$ cat src/rtl/pcie_us_msi_pkg.sv
// Shared definitions for the multi-function MSI request engine:
// FSM states, MSI geometry and the vector fold into the host-allocated range.
package pcie_us_msi_pkg;

    localparam int unsigned MSI_VEC  = 32;
    localparam int unsigned MMEN_W   = 3;
    localparam int unsigned MAX_MMEN = 5;

    typedef enum logic [1:0] {
        ST_IDLE,
        ST_ISSUE,
        ST_WAIT,
        ST_BACKOFF
    } msi_state_e;

    // Host grants 1<<mm vectors (mm capped at 5); the vector folds into that range.
    function automatic logic [MSI_VEC-1:0] fold_vec(input logic [4:0] vec,
                                                    input logic [MMEN_W-1:0] mm);
        logic [MMEN_W-1:0] m;
        logic [5:0]        alloc;
        logic [MSI_VEC-1:0] onehot;
        m      = (mm > MMEN_W'(MAX_MMEN)) ? MMEN_W'(MAX_MMEN) : mm;
        alloc  = 6'd1 << m;
        onehot = '0;
        onehot[vec & 5'(alloc - 6'd1)] = 1'b1;
        return onehot;
    endfunction

endpackage

$ cat src/rtl/pcie_us_msi_multi_if.sv
// MSI interrupt port of the UltraScale+ PCIe hard core (cfg_interrupt_msi_*).
// master = request engine, slave = hard core.
interface pcie_us_msi_multi_if;

    logic [31:0] cfg_interrupt_msi_int;
    logic [3:0]  cfg_interrupt_msi_function_number;
    logic        cfg_interrupt_msi_sent;
    logic        cfg_interrupt_msi_fail;
    logic [3:0]  cfg_interrupt_msi_enable;
    logic [11:0] cfg_interrupt_msi_mmenable;
    logic [3:0]  cfg_interrupt_msi_select;
    logic [2:0]  cfg_interrupt_msi_attr;
    logic        cfg_interrupt_msi_tph_present;
    logic [1:0]  cfg_interrupt_msi_tph_type;
    logic [7:0]  cfg_interrupt_msi_tph_st_tag;
    logic [31:0] cfg_interrupt_msi_pending_status;
    logic        cfg_interrupt_msi_pending_status_data_enable;
    logic [3:0]  cfg_interrupt_msi_pending_status_function_num;

    modport master (
        output cfg_interrupt_msi_int,
        output cfg_interrupt_msi_function_number,
        output cfg_interrupt_msi_select,
        output cfg_interrupt_msi_attr,
        output cfg_interrupt_msi_tph_present,
        output cfg_interrupt_msi_tph_type,
        output cfg_interrupt_msi_tph_st_tag,
        output cfg_interrupt_msi_pending_status,
        output cfg_interrupt_msi_pending_status_data_enable,
        output cfg_interrupt_msi_pending_status_function_num,
        input  cfg_interrupt_msi_sent,
        input  cfg_interrupt_msi_fail,
        input  cfg_interrupt_msi_enable,
        input  cfg_interrupt_msi_mmenable
    );

    modport slave (
        input  cfg_interrupt_msi_int,
        input  cfg_interrupt_msi_function_number,
        input  cfg_interrupt_msi_select,
        input  cfg_interrupt_msi_attr,
        input  cfg_interrupt_msi_tph_present,
        input  cfg_interrupt_msi_tph_type,
        input  cfg_interrupt_msi_tph_st_tag,
        input  cfg_interrupt_msi_pending_status,
        input  cfg_interrupt_msi_pending_status_data_enable,
        input  cfg_interrupt_msi_pending_status_function_num,
        output cfg_interrupt_msi_sent,
        output cfg_interrupt_msi_fail,
        output cfg_interrupt_msi_enable,
        output cfg_interrupt_msi_mmenable
    );

endinterface

$ cat src/rtl/pcie_us_msi_multi_priority_encoder.sv
// Combinational priority encoder: index of the winning request bit,
// lowest index wins when LSB_HIGH_PRIORITY is set, highest otherwise.
module priority_encoder #(
    parameter int unsigned WIDTH             = 32,
    parameter bit          LSB_HIGH_PRIORITY = 1'b1
) (
    input  logic [WIDTH-1:0]         req_i,
    output logic                     valid_o,
    output logic [$clog2(WIDTH)-1:0] idx_o
);

    localparam int unsigned IDX_W = $clog2(WIDTH);

    always_comb begin
        valid_o = |req_i;
        idx_o   = '0;
        if (LSB_HIGH_PRIORITY) begin
            for (int unsigned i = WIDTH; i > 0; i--) begin
                if (req_i[i-1]) idx_o = IDX_W'(i - 1);
            end
        end else begin
            for (int unsigned i = 0; i < WIDTH; i++) begin
                if (req_i[i]) idx_o = IDX_W'(i);
            end
        end
    end

endmodule

$ cat src/rtl/pcie_us_msi_multi.sv
// Multi-function, multi-vector MSI request engine: latches events, arbitrates
// round-robin across functions, folds vectors and retries on fail/timeout.
module pcie_us_msi_multi
    import pcie_us_msi_pkg::*;
#(
    parameter int unsigned NUM_FUNC     = 1,
    parameter int unsigned WAIT_TIMEOUT = 64,
    parameter int unsigned RETRY_DELAY  = 16,
    parameter int unsigned MAX_RETRIES  = 3
) (
    input  logic                        clk,
    input  logic                        rst,
    input  logic [NUM_FUNC*MSI_VEC-1:0] irq_in,
    output logic [NUM_FUNC*MSI_VEC-1:0] irq_pending,
    output logic                        irq_drop,
    pcie_us_msi_multi_if.master         msi
);

    localparam int unsigned PEND_W  = NUM_FUNC * MSI_VEC;
    localparam int unsigned TMR_MAX = (WAIT_TIMEOUT > RETRY_DELAY) ? WAIT_TIMEOUT : RETRY_DELAY;
    localparam int unsigned TMR_W   = $clog2(TMR_MAX + 1);
    localparam int unsigned RTY_W   = $clog2(MAX_RETRIES + 1);
    localparam int unsigned VEC_W   = $clog2(MSI_VEC);

    msi_state_e          state_q;
    logic [PEND_W-1:0]   pending_q, pending_d, clr_mask;
    logic [1:0]          func_q, rr_q, arb_func, rr_next;
    logic [VEC_W-1:0]    vec_q, pe_idx;
    logic [TMR_W-1:0]    tmr_q;
    logic [RTY_W-1:0]    retry_q;
    logic [MSI_VEC-1:0]  int_q, pe_req;
    logic [3:0]          fnum_q;
    logic                drop_q;
    logic [NUM_FUNC-1:0] elig;
    logic                arb_valid, pe_valid;
    logic [MMEN_W-1:0]   arb_mm, cur_mm;
    logic                wait_sent, wait_fail, give_up;
    logic                unused_cfg;

    always_comb begin
        for (int unsigned f = 0; f < NUM_FUNC; f++) begin
            elig[f] = msi.cfg_interrupt_msi_enable[f] & (|pending_q[f*MSI_VEC +: MSI_VEC]);
        end
    end

    // Scan from rr_q upward; descending loop so the closest eligible function wins.
    always_comb begin
        arb_valid = 1'b0;
        arb_func  = rr_q;
        for (int unsigned k = NUM_FUNC; k > 0; k--) begin
            if (elig[(32'(rr_q) + k - 1) % NUM_FUNC]) begin
                arb_valid = 1'b1;
                arb_func  = 2'((32'(rr_q) + k - 1) % NUM_FUNC);
            end
        end
    end

    always_comb begin
        pe_req = '0;
        arb_mm = '0;
        cur_mm = '0;
        for (int unsigned f = 0; f < NUM_FUNC; f++) begin
            if (32'(arb_func) == f) begin
                pe_req = pending_q[f*MSI_VEC +: MSI_VEC];
                arb_mm = msi.cfg_interrupt_msi_mmenable[f*MMEN_W +: MMEN_W];
            end
            if (32'(func_q) == f) begin
                cur_mm = msi.cfg_interrupt_msi_mmenable[f*MMEN_W +: MMEN_W];
            end
        end
    end

    priority_encoder #(
        .WIDTH            (MSI_VEC),
        .LSB_HIGH_PRIORITY(1'b1)
    ) u_vec_pe (
        .req_i  (pe_req),
        .valid_o(pe_valid),
        .idx_o  (pe_idx)
    );

    always_comb begin
        rr_next   = (32'(func_q) == NUM_FUNC - 1) ? 2'd0 : func_q + 2'd1;
        wait_sent = (state_q == ST_WAIT) && msi.cfg_interrupt_msi_sent;
        wait_fail = (state_q == ST_WAIT) && !msi.cfg_interrupt_msi_sent &&
                    (msi.cfg_interrupt_msi_fail || tmr_q == TMR_W'(WAIT_TIMEOUT - 1));
        give_up   = wait_fail && (retry_q == RTY_W'(MAX_RETRIES - 1));
        clr_mask  = '0;
        if (wait_sent || give_up) clr_mask[32'(func_q)*MSI_VEC + 32'(vec_q)] = 1'b1;
        // OR-in after the clear so a fresh event on the same bit survives.
        pending_d = (pending_q & ~clr_mask) | irq_in;
    end

    always_ff @(posedge clk) begin
        if (rst) pending_q <= '0;
        else     pending_q <= pending_d;
    end

    always_ff @(posedge clk) begin
        if (rst) begin
            state_q <= ST_IDLE;
            func_q  <= '0;
            vec_q   <= '0;
            rr_q    <= '0;
            tmr_q   <= '0;
            retry_q <= '0;
            int_q   <= '0;
            fnum_q  <= '0;
            drop_q  <= 1'b0;
        end else begin
            int_q  <= '0;
            fnum_q <= '0;
            drop_q <= 1'b0;
            unique case (state_q)
                ST_IDLE: begin
                    if (arb_valid) begin
                        func_q  <= arb_func;
                        vec_q   <= pe_idx;
                        int_q   <= fold_vec(pe_idx, arb_mm);
                        fnum_q  <= 4'(arb_func);
                        state_q <= ST_ISSUE;
                    end
                end
                ST_ISSUE: begin
                    tmr_q   <= '0;
                    state_q <= ST_WAIT;
                end
                ST_WAIT: begin
                    if (wait_sent) begin
                        retry_q <= '0;
                        rr_q    <= rr_next;
                        state_q <= ST_IDLE;
                    end else if (wait_fail) begin
                        tmr_q <= '0;
                        if (give_up) begin
                            retry_q <= '0;
                            drop_q  <= 1'b1;
                            state_q <= ST_IDLE;
                        end else begin
                            retry_q <= retry_q + RTY_W'(1);
                            state_q <= ST_BACKOFF;
                        end
                    end else if (tmr_q != '1) begin
                        tmr_q <= tmr_q + TMR_W'(1);
                    end
                end
                ST_BACKOFF: begin
                    // Reissue the latched request regardless of the current enable.
                    if (tmr_q == TMR_W'(RETRY_DELAY - 1)) begin
                        int_q   <= fold_vec(vec_q, cur_mm);
                        fnum_q  <= 4'(func_q);
                        state_q <= ST_ISSUE;
                    end else if (tmr_q != '1) begin
                        tmr_q <= tmr_q + TMR_W'(1);
                    end
                end
                default: state_q <= ST_IDLE;
            endcase
        end
    end

    assign irq_pending = pending_q;
    assign irq_drop    = drop_q;

    assign msi.cfg_interrupt_msi_int                        = int_q;
    assign msi.cfg_interrupt_msi_function_number            = fnum_q;
    assign msi.cfg_interrupt_msi_select                     = '0;
    assign msi.cfg_interrupt_msi_attr                       = '0;
    assign msi.cfg_interrupt_msi_tph_present                = 1'b0;
    assign msi.cfg_interrupt_msi_tph_type                   = '0;
    assign msi.cfg_interrupt_msi_tph_st_tag                 = '0;
    assign msi.cfg_interrupt_msi_pending_status             = '0;
    assign msi.cfg_interrupt_msi_pending_status_data_enable = 1'b0;
    assign msi.cfg_interrupt_msi_pending_status_function_num = '0;

    assign unused_cfg = ^{msi.cfg_interrupt_msi_enable, msi.cfg_interrupt_msi_mmenable, pe_valid};

endmodule

$ cat src/flat_wrapper.sv
// flat-port wrapper written by rule: the top's interface ports become plain ports
module pcie_us_msi_multi_flat import pcie_us_msi_pkg::*;
#(
    parameter int unsigned NUM_FUNC     = 1,
    parameter int unsigned WAIT_TIMEOUT = 64,
    parameter int unsigned RETRY_DELAY  = 16,
    parameter int unsigned MAX_RETRIES  = 3
)
  (clk, rst, irq_in, irq_pending, irq_drop, msi_cfg_interrupt_msi_int, msi_cfg_interrupt_msi_function_number, msi_cfg_interrupt_msi_select, msi_cfg_interrupt_msi_attr, msi_cfg_interrupt_msi_tph_present, msi_cfg_interrupt_msi_tph_type, msi_cfg_interrupt_msi_tph_st_tag, msi_cfg_interrupt_msi_pending_status, msi_cfg_interrupt_msi_pending_status_data_enable, msi_cfg_interrupt_msi_pending_status_function_num, msi_cfg_interrupt_msi_sent, msi_cfg_interrupt_msi_fail, msi_cfg_interrupt_msi_enable, msi_cfg_interrupt_msi_mmenable);
  pcie_us_msi_multi_if msi_i ();
  input  logic clk;
  input  logic rst;
  input  logic [NUM_FUNC*MSI_VEC-1:0] irq_in;
  output logic [NUM_FUNC*MSI_VEC-1:0] irq_pending;
  output logic irq_drop;
  output wire logic [$bits(msi_i.cfg_interrupt_msi_int)-1:0] msi_cfg_interrupt_msi_int;
  output wire logic [$bits(msi_i.cfg_interrupt_msi_function_number)-1:0] msi_cfg_interrupt_msi_function_number;
  output wire logic [$bits(msi_i.cfg_interrupt_msi_select)-1:0] msi_cfg_interrupt_msi_select;
  output wire logic [$bits(msi_i.cfg_interrupt_msi_attr)-1:0] msi_cfg_interrupt_msi_attr;
  output wire logic [$bits(msi_i.cfg_interrupt_msi_tph_present)-1:0] msi_cfg_interrupt_msi_tph_present;
  output wire logic [$bits(msi_i.cfg_interrupt_msi_tph_type)-1:0] msi_cfg_interrupt_msi_tph_type;
  output wire logic [$bits(msi_i.cfg_interrupt_msi_tph_st_tag)-1:0] msi_cfg_interrupt_msi_tph_st_tag;
  output wire logic [$bits(msi_i.cfg_interrupt_msi_pending_status)-1:0] msi_cfg_interrupt_msi_pending_status;
  output wire logic [$bits(msi_i.cfg_interrupt_msi_pending_status_data_enable)-1:0] msi_cfg_interrupt_msi_pending_status_data_enable;
  output wire logic [$bits(msi_i.cfg_interrupt_msi_pending_status_function_num)-1:0] msi_cfg_interrupt_msi_pending_status_function_num;
  input wire logic [$bits(msi_i.cfg_interrupt_msi_sent)-1:0] msi_cfg_interrupt_msi_sent;
  input wire logic [$bits(msi_i.cfg_interrupt_msi_fail)-1:0] msi_cfg_interrupt_msi_fail;
  input wire logic [$bits(msi_i.cfg_interrupt_msi_enable)-1:0] msi_cfg_interrupt_msi_enable;
  input wire logic [$bits(msi_i.cfg_interrupt_msi_mmenable)-1:0] msi_cfg_interrupt_msi_mmenable;
  assign msi_cfg_interrupt_msi_int = msi_i.cfg_interrupt_msi_int;
  assign msi_cfg_interrupt_msi_function_number = msi_i.cfg_interrupt_msi_function_number;
  assign msi_cfg_interrupt_msi_select = msi_i.cfg_interrupt_msi_select;
  assign msi_cfg_interrupt_msi_attr = msi_i.cfg_interrupt_msi_attr;
  assign msi_cfg_interrupt_msi_tph_present = msi_i.cfg_interrupt_msi_tph_present;
  assign msi_cfg_interrupt_msi_tph_type = msi_i.cfg_interrupt_msi_tph_type;
  assign msi_cfg_interrupt_msi_tph_st_tag = msi_i.cfg_interrupt_msi_tph_st_tag;
  assign msi_cfg_interrupt_msi_pending_status = msi_i.cfg_interrupt_msi_pending_status;
  assign msi_cfg_interrupt_msi_pending_status_data_enable = msi_i.cfg_interrupt_msi_pending_status_data_enable;
  assign msi_cfg_interrupt_msi_pending_status_function_num = msi_i.cfg_interrupt_msi_pending_status_function_num;
  assign msi_i.cfg_interrupt_msi_sent = msi_cfg_interrupt_msi_sent;
  assign msi_i.cfg_interrupt_msi_fail = msi_cfg_interrupt_msi_fail;
  assign msi_i.cfg_interrupt_msi_enable = msi_cfg_interrupt_msi_enable;
  assign msi_i.cfg_interrupt_msi_mmenable = msi_cfg_interrupt_msi_mmenable;
  pcie_us_msi_multi #(.NUM_FUNC(NUM_FUNC), .WAIT_TIMEOUT(WAIT_TIMEOUT), .RETRY_DELAY(RETRY_DELAY), .MAX_RETRIES(MAX_RETRIES)) u_core (.clk(clk), .rst(rst), .irq_in(irq_in), .irq_pending(irq_pending), .irq_drop(irq_drop), .msi(msi_i));
endmodule
$ cat config.mk
export PLATFORM = sky130hd
export DESIGN_NAME = pcie_us_msi_multi_flat
export DESIGN_NICKNAME = d
export VERILOG_FILES = /design/src/rtl/pcie_us_msi_pkg.sv /design/src/rtl/pcie_us_msi_multi_if.sv /design/src/rtl/pcie_us_msi_multi_priority_encoder.sv /design/src/rtl/pcie_us_msi_multi.sv /design/src/flat_wrapper.sv
export SDC_FILE = /design/constraint.sdc
export NUM_CORES = 1
export LEC_CHECK = 0
export BUFFER_PORTS_ARGS = -buffer_cell sky130_fd_sc_hd__buf_2
export CAP_MARGIN = 20
export CORE_ASPECT_RATIO = 0.5
export CORE_MARGIN = 3
export CORE_UTILIZATION = 50
export CTS_CLUSTER_DIAMETER = 100
export DETAILED_ROUTE_END_ITERATION = 6
export PLACE_DENSITY = 0.76
export SETUP_SLACK_MARGIN = 0.05
export SYNTH_ARGS = -nofsm -noshare
export SYNTH_HDL_FRONTEND = slang
export SYNTH_HIERARCHICAL = 1
export SYNTH_SLANG_ARGS = --single-unit
$ cat constraint.sdc
create_clock -name clk -period 5.3 [get_ports clk]
set_input_delay 0.795 -clock clk [delete_from_list [all_inputs] [get_ports clk]]
set_output_delay 0.795 -clock clk [all_outputs]
set_load 0.01 [all_outputs]
**Word level (Yosys, flattened, before mapping)**

Index checks and enable logic that the tools add are counted.
Widths: inputs -> output; s select.

- Add/sub/neg operators: 6
- Order comparisons: 8
- Equality and inequality tests: 12
- Shift-type cells: 2
- Muxes and demuxes: 68
- Bitwise gates (word level): 8
- Reductions and logical operators: 22

Operator list:

| cell | count |
|---|---|
| $mux 5 | 32 |
| $mux 32 | 4 |
| $pmux 32 s2 | 1 |
| $and 32x32->32 | 1 |
| $ge 32x1->1 const B | 1 |
| $lt 32x6->1 const B | 1 |
| $not 32->32 | 1 |
| $or 32x32->32 | 1 |
| $reduce_or 32->1 | 1 |
| $mux 7 | 4 |
| $mux 2 | 12 |
| $pmux 7 s3 | 1 |
| $demux 1 s5 | 3 |
| $lt 5x6->1 const B | 2 |
| $mux 3 | 4 |
| $and 5x5->5 | 2 |
| $ge 5x1->1 const B | 2 |
| $shl 1x3->5 const A | 2 |
| $sub 5x1->5 const B | 2 |
| $add 7x5->8 | 1 |
| $pmux 2 s4 | 1 |
| $pmux 4 s2 | 1 |
| $add 7x1->7 const B | 1 |
| $eq 7x4->1 const B | 1 |
| 21 further kinds | 44 |

- Register bits: 89
- Input bits: 52
- Output and inout port bits: 124
- Logic and storage cells: 136

**Logic depth before layout (Yosys ltp)**

- Depth after elaboration: 44
- Gate-level depth with buffers: 18
- Gate-level depth less buffers: 15

**Hierarchy**

Netlist, hierarchy kept.

By module, submodules not included:

| module | instances | cells each | area an instance (µm²) | sequential area each (µm²) |
|---|---|---|---|---|
| pcie_us_msi_multi | 1 | 546 | 4493.1 | 1741.7 |
| priority_encoder | 1 | 65 | 385.4 | 0.0 |

**Worst setup path after synthesis**

No wires, ideal clock.

- Path type: reg2reg
- From: reg u_core.pending_q[27], in the netlist u_core/irq_pending[27]
- To: reg u_core.int_q[11], in the netlist u_core/msi.cfg_interrupt_msi_int[11]
- Library setup time: 0.077 ns
- Data arrival time: 3.745 ns
- Required time: 5.223 ns
- Setup slack: 1.478 ns
- Cell stages (with the launch flop): 17
- Buffers on the path: 3
- Period minus slack after synthesis: 3.822 ns
- Path through: dfxtp_1 > nor4_1 > nand2_1 > or4_4 > buf_6 > a21o_4 > buf_6 > and2_1 > nor3b_1 > nor3_1 > o31ai_1 > o2111ai_1 > a221oi_1 > nand2_1 > or4_1 > buf_4 > o22ai_1

- Elaborated cells between the ends (all ways): 51
- Classes of those cells: add/sub: 1; order compare: 3; shift: 1; mux: 41; bitwise: 2; reduce/logical: 3

RTL lines:

| element | line | text |
|---|---|---|
| from (decl) | pcie_us_msi_multi.sv:26 | `logic [PEND_W-1:0] pending_q, pending_d, clr_mask;` |
| from (signal assigned) | pcie_us_msi_multi.sv:96 | `else pending_q <= pending_d;` |
| $reduce_or 32->1 * | pcie_us_msi_multi.sv:42 | `elig[f] = msi.cfg_interrupt_msi_enable[f] & (\|pending_q[f*MSI_VEC +: MSI_VEC]);` |
| $and 1x1->1 * | pcie_us_msi_multi.sv:42 |  |
| $mux 2 * | pcie_us_msi_multi.sv:51 | `if (elig[(32'(rr_q) + k - 1) % NUM_FUNC]) begin` |
| $logic_not 2->1 * | pcie_us_msi_multi.sv:63 | `if (32'(arb_func) == f) begin` |
| $mux 32 * | pcie_us_msi_multi.sv:63 |  |
| via u_core.pe_req[28] | pcie_us_msi_multi.sv:31 | `logic [MSI_VEC-1:0] int_q, pe_req;` |
| $mux 5 * (29 in a row) | pcie_us_msi_multi_priority_encoder.sv:19 | `if (req_i[i-1]) idx_o = IDX_W'(i - 1);` |
| via u_core.pe_idx[0] | pcie_us_msi_multi.sv:28 | `logic [VEC_W-1:0] vec_q, pe_idx;` |
| $and 5x5->5 * | pcie_us_msi_pkg.sv:25 | `onehot[vec & 5'(alloc - 6'd1)] = 1'b1;` |
| $lt 5x6->1 (implied by the code) / $ge 5x1->1 (equally long branches) | pcie_us_msi_pkg.sv:25 |  |
| $logic_and 1x1->1 (implied by the code) | pcie_us_msi_pkg.sv:25 |  |
| $mux 1 (implied by the code) | pcie_us_msi_pkg.sv:25 |  |
| $demux 1 s5 * | - |  |
| $mux 32 * | pcie_us_msi_multi.sv:116 | `if (arb_valid) begin` |
| $pmux 32 s2 * | pcie_us_msi_multi.sv:114 | `unique case (state_q)` |
| to (signal assigned) | pcie_us_msi_multi.sv:119 | `int_q <= fold_vec(pe_idx, arb_mm);` |
| to (signal assigned) | pcie_us_msi_multi.sv:150 | `int_q <= fold_vec(vec_q, cur_mm);` |
| to (decl) | pcie_us_msi_multi.sv:31 |  |

Mark *: on every way through the listed nets, which the timed path passes. The rest lies on a longest branch.
A chain may end at the register's enable or synchronous reset.

**Worst setup path after layout**

- From: reg u_core.pending_q[16], in the netlist u_core/irq_pending[16]
- To: reg u_core.int_q[27], in the netlist u_core/msi.cfg_interrupt_msi_int[27]

Same word-level chain as after synthesis.

==> metrics.csv <==
metric;value;unit
status;finished, final reports clean;
cts-buffers-inserted;9;
period_needed;4.35;ns
yosys_warnings;6;
final_max_slew_viol_count;0;
cts.sinks;87;
pwr-share-comb;20.2;%
cts_tree;done;
reg2regPathDepth;14;
post_cts_buffers;0;
grt_util_all_layers;22.0;%
clockBufferDepth;2;
cp-start-kind;flip-flop;
r2r_start;u_core/irq_pending[16]$_SDFF_PP0_;
synth_area_per_cell;7.99;um^2
via_per_inst;5.56;
layout.nets;761;
dieWidth;146;um
drt_iter0_drc;385;
port_buffers;106;
worstSkewPairLatency;0.34;ns
cts.clk_slew.worst_paths;0.06;ns
cts_hold_buffers;0;
drc;0;
p_per_area;296;mW/mm^2
tns;0;ns
cp-end-kind;flip-flop;
placementRows;24;
cts-htree-levels;3;
grt_pass1_wl;19400;um
die-area;0.0110;mm^2
syn2layout_area_growth;13.1;%
grt_max_degree;52;
core;0.00910;mm^2
routed-via-count;4647;
cp_max_fo;32;
initial_utilization;53.5;%
p_sw;0.503;mW
r2r-end;u_core/msi.cfg_interrupt_msi_int[27]$_SDFF_PP0_;
post-route-period-util;82.1;%
hold_path_class;flip-flop to flip-flop;
cap_violations;0;
ir_worst_vdd;0.000180;V
switching_share;30.8;%
drive_above_1_share;21.2;%
finalSetupViolCount;0;
pwr-share-seq;44.0;%
leakagePower;2.29;nW
place_hpwl;9450;um
fillers;861;
crit_arrival;4.61;ns
rrSetupSlack;0.95;ns
postRouteAntennaNets;0;
grt.overflow.total;0;
slew_headroom;36.6;%
rsz0062_at_grt;no;
grt_pass1_vias;3973;
gp_congestion;0.939;
wirelength;12800;um
syn_area;0.00487;mm^2
antenna_found_initial;0;
multi_input_area;0.00272;mm^2
syn_inst;610;
finalClockSkew;0.00755;ns
ios;176;
crit_required;5.56;ns
die_y;75.8;um
register_area;0.00174;mm^2
endpoint;u_core/msi.cfg_interrupt_msi_int[27]$_SDFF_PP0_;
crit_type;flip-flop to flip-flop;
drt_pass1_iterations;5;
cts.repair.resized;0;
cellInternalPower;1.13;mW
critPathLaunch;u_core/irq_pending[16]$_SDFF_PP0_;
fmax;0.230;GHz
cts-root-buf;clkbuf_16;
power.share.clock;35.8;%
p_total;1.63;mW
hold-path-cell-count;2;
diodes;0;
hold_viol_final;0;
tightest_slew;0.951;ns
wl_per_cell;15.3;um
-- layout by cell type (no fill, tap or decap), types with 3 or more instances in the layout --
cell type,instances
o31ai_1,4
or4_1,3
nor3_1,37
buf_4,4
inv_1,12
dfxtp_1,87
a311oi_1,16
nor2b_1,3
nand2b_1,7
o22ai_1,19
o21a_1,11
nand4_1,3
a21oi_1,20
nor4_1,16
and2_4,11
nand3_1,26
or3_1,3
nor3b_1,5
or4_4,3
and3_1,5
nand2_1,37
buf_2,106
conb_1,57
o32ai_1,4
a211oi_1,18
ha_1,7
a21o_1,5
clkbuf_16,9
nor2_1,89
and2_1,21
o21ai_0,13
xor2_1,5
a31oi_1,3
-- area by class of cell --
| type | count | share of cell area [%] |
|---|---|---|
| well taps | 130 | 2.95 |
| clock inverters | 4 | 0.591 |
| clock buffers | 11 | 4.41 |
| inverters | 12 | 0.818 |
| multi-input cells | 482 | 49.4 |
| repair buffers | 110 | 10.2 |
| flip-flops and latches | 87 | 31.6 |
-- per-layer routing --
metal,vias to the layer above,GRT usage (%),part of all wire [%]
met5,-,0,0
met4,0,6.83,1.6
met3,24,6.00,9.2
met2,224,35.9,44
met1,2142,29.0,45
li1,2257,-,-
-- worst min path at each step --
stage / start / end / slack (ns)
after floorplan: u_core/rr_q[0]$_SDFFE_PP0P_ / u_core/rr_q[0]$_SDFFE_PP0P_ / 0.44
after global placement: u_core/rr_q[0]$_SDFFE_PP0P_ / u_core/rr_q[0]$_SDFFE_PP0P_ / 0.45
after detailed placement: u_core/rr_q[1]$_SDFFE_PP0P_ / u_core/rr_q[1]$_SDFFE_PP0P_ / 0.45
after CTS: u_core/rr_q[1]$_SDFFE_PP0P_ / u_core/rr_q[1]$_SDFFE_PP0P_ / 0.46
after global routing: u_core/rr_q[0]$_SDFFE_PP0P_ / u_core/rr_q[0]$_SDFFE_PP0P_ / 0.48
final: u_core/rr_q[0]$_SDFFE_PP0P_ / u_core/rr_q[0]$_SDFFE_PP0P_ / 0.46
-- power by group through the flow --
| stage | clock [mW] | combinational [mW] | sequential, mW |
|---|---|---|---|
| finish | 0.584 | 0.331 | 0.718 |
| global route | 0.626 | 0.362 | 0.723 |
| CTS | 0.594 | 0.324 | 0.718 |
| detailed placement | 0 | 0.323 | 0.732 |
| global placement | 0 | 0.316 | 0.730 |
| floorplan | 0 | 0.256 | 0.732 |
-- flip-flops by register name, summed over array words and instances (netlist names) --
name / flops
u_core/msi.cfg_interrupt_msi_int: 32
u_core/irq_drop: 1
u_core/vec_q: 5
u_core/state_q: 2
u_core/tmr_q: 7
u_core/retry_q: 2
u_core/rr_q: 2
u_core/irq_pending: 32
u_core/func_q: 2
u_core/msi.cfg_interrupt_msi_function_number: 2
-- critical path, stage by stage (launching register included) --
cell and delay, ns:
dfxtp_1 0.33, nor4_1 0.41, nand2_1 0.16, or4_4 0.62
a21o_4 0.35, and2_1 0.23, nor3b_1 0.21, nor3_1 0.08
o31ai_1 0.24, o2111ai_1 0.15, a221oi_1 0.32, buf_4 0.20
nand2_1 0.07, or4_1 0.65, o22ai_1 0.24
-- per-stage QoR --
stage | setup WS (ns) | hold WS [ns] | cell area (um^2) | util [%] | cells
floorplan | 1.48 | 0.436 | 5080 | - | 666
global placement | 1.12 | 0.447 | 5230 | 57.5 | 821
detailed placement | 1.07 | 0.452 | 5230 | 57.5 | 821
CTS | 1.04 | 0.460 | 5510 | 60.5 | 836
global route | 0.703 | 0.479 | 5510 | 60.5 | 836
finish | 0.947 | 0.459 | 5510 | 60.5 | 836
Note: power is estimated with default switching activity, not from simulation.
